[config.mk]
export PLATFORM = sky130hd
export DESIGN_NAME = fetch_unit
export DESIGN_NICKNAME = d
export VERILOG_FILES = /design/src/rtl/fetch_unit.sv
export SDC_FILE = /design/constraint.sdc
export NUM_CORES = 1
export LEC_CHECK = 0
export CAP_MARGIN = 20
export CORE_MARGIN = 2
export CORE_UTILIZATION = 43
export DETAILED_ROUTE_END_ITERATION = 8
export DONT_BUFFER_PORTS = 1
export MAX_ROUTING_LAYER = met4
export SYNTH_ARGS = -nofsm -noshare
export SYNTH_HDL_FRONTEND = slang
export SYNTH_SLANG_ARGS = --single-unit
export TNS_END_PERCENT = 100
[constraint.sdc]
create_clock -name clk -period 4.5 [get_ports clk]
set_input_delay 0.9 -clock clk [delete_from_list [all_inputs] [get_ports clk]]
set_output_delay 0.9 -clock clk [all_outputs]
set_load 0.02 [all_outputs]
[src/rtl/fetch_unit.sv]
// Instruction fetch stage: owns the PC, drives the ROM read port, and buffers
// returned words (tagged with their PC) in a 2-entry FIFO toward decode.
module fetch_unit #(
  parameter logic [31:0] RESET_PC = 32'h0000_0000,
  parameter int          ROM_SIZE = 64000
) (
  input  logic        clk,
  input  logic        rst,
  output logic        rom_enable,
  output logic [31:0] rom_address,
  input  logic [31:0] rom_data,
  input  logic        branch_valid,
  input  logic [31:0] branch_target,
  output logic        instr_valid,
  output logic [31:0] instr,
  output logic [31:0] instr_pc,
  input  logic        instr_ready,
  output logic        fetch_fault
);

  localparam logic [31:0] LAST_ADDR = 32'(ROM_SIZE - 4);

  typedef struct packed {
    logic [31:0] word;
    logic [31:0] pc;
  } entry_t;

  // Word-aligned and fully inside the ROM.
  function automatic logic legal(input logic [31:0] a);
    return (a[1:0] == 2'b00) && (a <= LAST_ADDR);
  endfunction

  logic [31:0] pc;
  logic        inflight;
  logic [31:0] inflight_pc;
  entry_t      slot0, slot1;
  entry_t      slot0_n, slot1_n;
  logic [1:0]  count, count_n, remaining;
  logic        fault;

  logic        pop, flush, push, issue;
  logic [2:0]  credit;

  assign pop    = instr_valid & instr_ready;
  assign flush  = branch_valid & ~fault;
  assign push   = inflight & ~flush;
  // Words that would be buffered or in flight after this cycle's pop; an
  // issue is allowed only while that leaves room for its response.
  assign credit = {1'b0, count} - {2'b00, pop} + {2'b00, inflight};
  assign issue  = ~rst & ~fault & ~branch_valid & legal(pc) & (credit < 3'd2);

  assign rom_enable  = issue;
  assign rom_address = pc;
  assign instr_valid = (count != 2'd0);
  assign instr       = slot0.word;
  assign instr_pc    = slot0.pc;
  assign fetch_fault = fault;

  // Next FIFO contents: slot0 is the head; pop shifts, push fills the first free slot.
  always_comb begin
    slot0_n   = slot0;
    slot1_n   = slot1;
    remaining = count - {1'b0, pop};
    count_n   = count;
    if (flush) begin
      count_n = 2'd0;
    end else begin
      if (pop) slot0_n = slot1;
      if (push) begin
        if (remaining == 2'd0) slot0_n = '{word: rom_data, pc: inflight_pc};
        else                   slot1_n = '{word: rom_data, pc: inflight_pc};
      end
      count_n = remaining + {1'b0, push};
    end
  end

  // PC, in-flight tracking, FIFO and sticky fault update.
  always_ff @(posedge clk) begin
    if (rst) begin
      pc          <= RESET_PC;
      inflight    <= 1'b0;
      inflight_pc <= '0;
      slot0       <= '0;
      slot1       <= '0;
      count       <= 2'd0;
      fault       <= 1'b0;
    end else begin
      slot0 <= slot0_n;
      slot1 <= slot1_n;
      count <= count_n;
      if (issue) begin
        pc          <= pc + 32'd4;
        inflight    <= 1'b1;
        inflight_pc <= pc;
      end else begin
        inflight <= 1'b0;
      end
      if (flush) begin
        if (legal(branch_target)) pc <= branch_target;
        else                      fault <= 1'b1;
      end else if (~fault & ~legal(pc)) begin
        fault <= 1'b1;
      end
    end
  end

endmodule
==> metrics <==
outcome finished, final reports clean; Mean Syn Cell Area 7.969 um^2; # Post-CTS Setup Buffers 0; vias in the first global route 6336; top post-synthesis cells by area dfxtp_1 49%, nor3_1 8.2%, nor2_1 6.8%; Initial Utilization 43.99%; Final Max Slew Viols 0; Max VDD drop 0.2509 mV; Final Hold Viols 0; crit path max fanout 3; aggregate global-route resource usage 20.97%; total grt overflow 0; sw frac 28.27%; relative slew slack 43.34%; Top FF cell, synth dfxtp_1; top sig layer met4; fin nets 1022; Clk Latency, worst-skew pair 0.43 ns; detailed placement HPWL 11010 um; largest net degree at the start of global routing 163; Setup crit start kind register; Crit. End Element primary output; crit path to rom_enable; num rows 49; Synth area leader dfxtp_1; post-cts repair resize count 0; CP Data Required Time 3.60 ns; mapped cell area 0.007929 mm^2; clock-pin slew of the registers on the worst-case setup and hold paths 0.07 ns; metal3 WL 1258 um; Fin Clk Skew 0.009326 ns; Pwr per Cell Area 435.5 mW/mm^2; worst-case clock buffer depth 2; CTS tree done; fin util 47.79%; die area 0.01954 mm^2; Netlist cell types 41; Synth async-reset ratio 0%; # hold bufs at CTS 0; cell count after synthesis 995; Final Cycle Share 79.69%; measured slew at the worst slew-check pin 0.8482 ns; setup slack, reg-to-reg 1.20 ns; I/O Buffers 0; number of detailed-route iterations in the first pass 6; Core ar. 0.01802 mm^2; share of layout cells above drive strength 1 6.029%; Met2 Routed Length 8876 um; number of fill cells 1850; final wirelength 19710 um; crit path kind reg2out; setup_tns 0 ns; maximum level of the CTS H-tree 4; Final setup viols 0; io pins 167; fmax 278.9 MHz; Yosys warnings 0; via/cell ratio 5.533; diode count 0; die width 139.8 um; crit path time final 3.586 ns; cell count of the worst reg-to-reg path 11; first-pass GRT wire length 32950 um; P_int 2.690 mW; cts bufs inserted 17; FF-to-FF End rom_address[15]$_SDFF_PP0_; ANT nets after route 0; Area Overhead vs Synth 8.632%; post-synthesis register bit count 196; FF-to-FF Start count[1]$_SDFF_PP0_; top cell type's share of synthesized area 49.49%; Post-synth EDFFs 0; part of the Yosys area used for sequential elements 49.49%; met1 wire length 9242 um; WHS 0.4530 ns; GP Congestion 0.8045; CP Launch Point count[1]$_SDFF_PP0_; initial antenna violation count 0; clock group share of total power 39.1%; sequential share of power 51.6%; syn_nets 1068; critical path arrival 2.69 ns; unrepaired setup endpoints after global routing no; max cap viols 0; initial DRC count 445; Leak 3.022 nW; Via Count 6590; Die Y 139.8 um; CTS root buf clkbuf_16; Sw Pwr 1.060 mW; Clock Sinks 196; Routed WL per cell 16.55 um; combinational power share 9.4%; DRC viols 0; Hold WC Path Type reg2reg
power by group through the flow:
| stage | clock [mW] | combinational, mW | sequential (mW) |
|---|---|---|---|
| after global placement | 0 | 0.352 | 1.98 |
| after CTS | 1.51 | 0.358 | 1.94 |
| after detailed placement | 0 | 0.355 | 1.98 |
| after floorplan | 0 | 0.297 | 1.96 |
| final | 1.46 | 0.352 | 1.93 |
| after global routing | 1.58 | 0.407 | 1.94 |
cells in the final DEF, fill, tap and decap left out, drive strengths merged, types with 2 or more instances in the layout:
cell type,netlist,routed
a21oi,82,82
a311oi,11,11
and2,38,38
and3,4,4
and4,2,2
buf,12,14
clkbuf,67,19
clkinv,0,5
clkinvlp,0,2
dfxtp,196,196
ha,4,4
inv,8,14
nand2,135,135
nand2b,2,2
nand3,25,25
nand4,2,2
nor2,143,143
nor2b,3,3
nor3,130,130
nor3b,2,2
nor4,12,12
o211ai,2,2
o21a,63,63
o21ai,20,20
o21ba,2,2
o31a,4,4
o31ai,6,6
or3,3,3
or4,7,7
xnor2,2,2
worst min path at each step:
stage | from | to | slack (ns) | cells past startpoint
global route | slot1[48]$_SDFFE_PP0P_ | slot1[48]$_SDFFE_PP0P_ | 0.47 | 2
global placement | slot1[59]$_SDFFE_PP0P_ | slot1[59]$_SDFFE_PP0P_ | 0.44 | 2
CTS | slot1[23]$_SDFFE_PP0P_ | slot1[23]$_SDFFE_PP0P_ | 0.45 | 2
floorplan | slot1[57]$_SDFFE_PP0P_ | slot1[57]$_SDFFE_PP0P_ | 0.44 | 2
finish | slot1[59]$_SDFFE_PP0P_ | slot1[59]$_SDFFE_PP0P_ | 0.45 | 2
detailed placement | slot1[7]$_SDFFE_PP0P_ | slot1[7]$_SDFFE_PP0P_ | 0.44 | 2
layout make-up:
class                           count  area (um^2)  share of cell area [%]
Clock inverter                     13        117.6                   1.365
Sequential cell                   196         3924                   45.55
Timing Repair Buffer               14        105.1                   1.220
Tap cell                          229        286.5                   3.327
Multi-Input combinational cell    712         3697                   42.93
Inverter                            8        30.03                  0.3486
Clock buffer                       19        452.9                   5.259
logic make-up after synthesis:
kind of cell             Yosys count  synth area share [%]
XOR/XNOR                           3                0.3314
AO/OA/AOI/OAI                    193                 15.40
AND/OR/NAND/NOR                  511                 29.64
flip-flops                       196                 49.49
adder cells (fa/ha/maj)            5                0.8837
buffers and inverters             87                 4.261
worst max-delay path: stages (launching register included):
cell and delay [ns]:
dfxtp_1 0.37, o21ai_4 0.16, inv_1 0.06, ha_1 0.30, nor2b_1 0.16, fa_1 0.44
nor3_1 0.28, nand2_1 0.15, nor2_1 0.17, buf_4 0.17
synthesized netlist by cell type (2+ instances only):
cell,instances
dfxtp_1,196
nor2_1,143
nand2_1,135
nor3_1,130
a21oi_1,81
clkbuf_1,67
o21a_1,63
and2_1,38
nand3_1,25
o21ai_0,20
a311oi_1,11
buf_1,10
nor4_1,10
inv_1,8
or4_1,7
o31ai_1,6
and3_1,4
ha_1,4
o31a_1,4
nor2b_1,3
and4_1,2
nand2b_1,2
nand4_1,2
nor3b_1,2
nor4_2,2
o211ai_1,2
o21ba_2,2
or3_1,2
xnor2_1,2
stage by stage:
stage	setup WS [ns]	area [um^2]	cells	total power, mW
6_report	0.9141	8613	1191	3.751
5_1_grt	0.7985	8613	1191	3.930
4_1_cts	0.8757	8613	1191	3.799
3_5_place_dp	0.8033	8043	1159	2.331
3_3_place_gp	0.8591	8043	1159	2.328
2_1_floorplan	0.4736	7929	995	2.253
layer usage:
metal  track usage [%]  vias up
met4             6.158        0
met3             5.884       30
met5                 -        -
met1             27.03     3108
li1                  -     3307
met2             32.25      145
sequential cells by signal (all words and copies together) (netlist names):
name         count
slot1           64
count            2
fetch_fault      1
instr_pc        32
inflight_pc     32
instr           32
rom_address     32
inflight         1
Note: power is estimated with default switching activity, not from simulation.
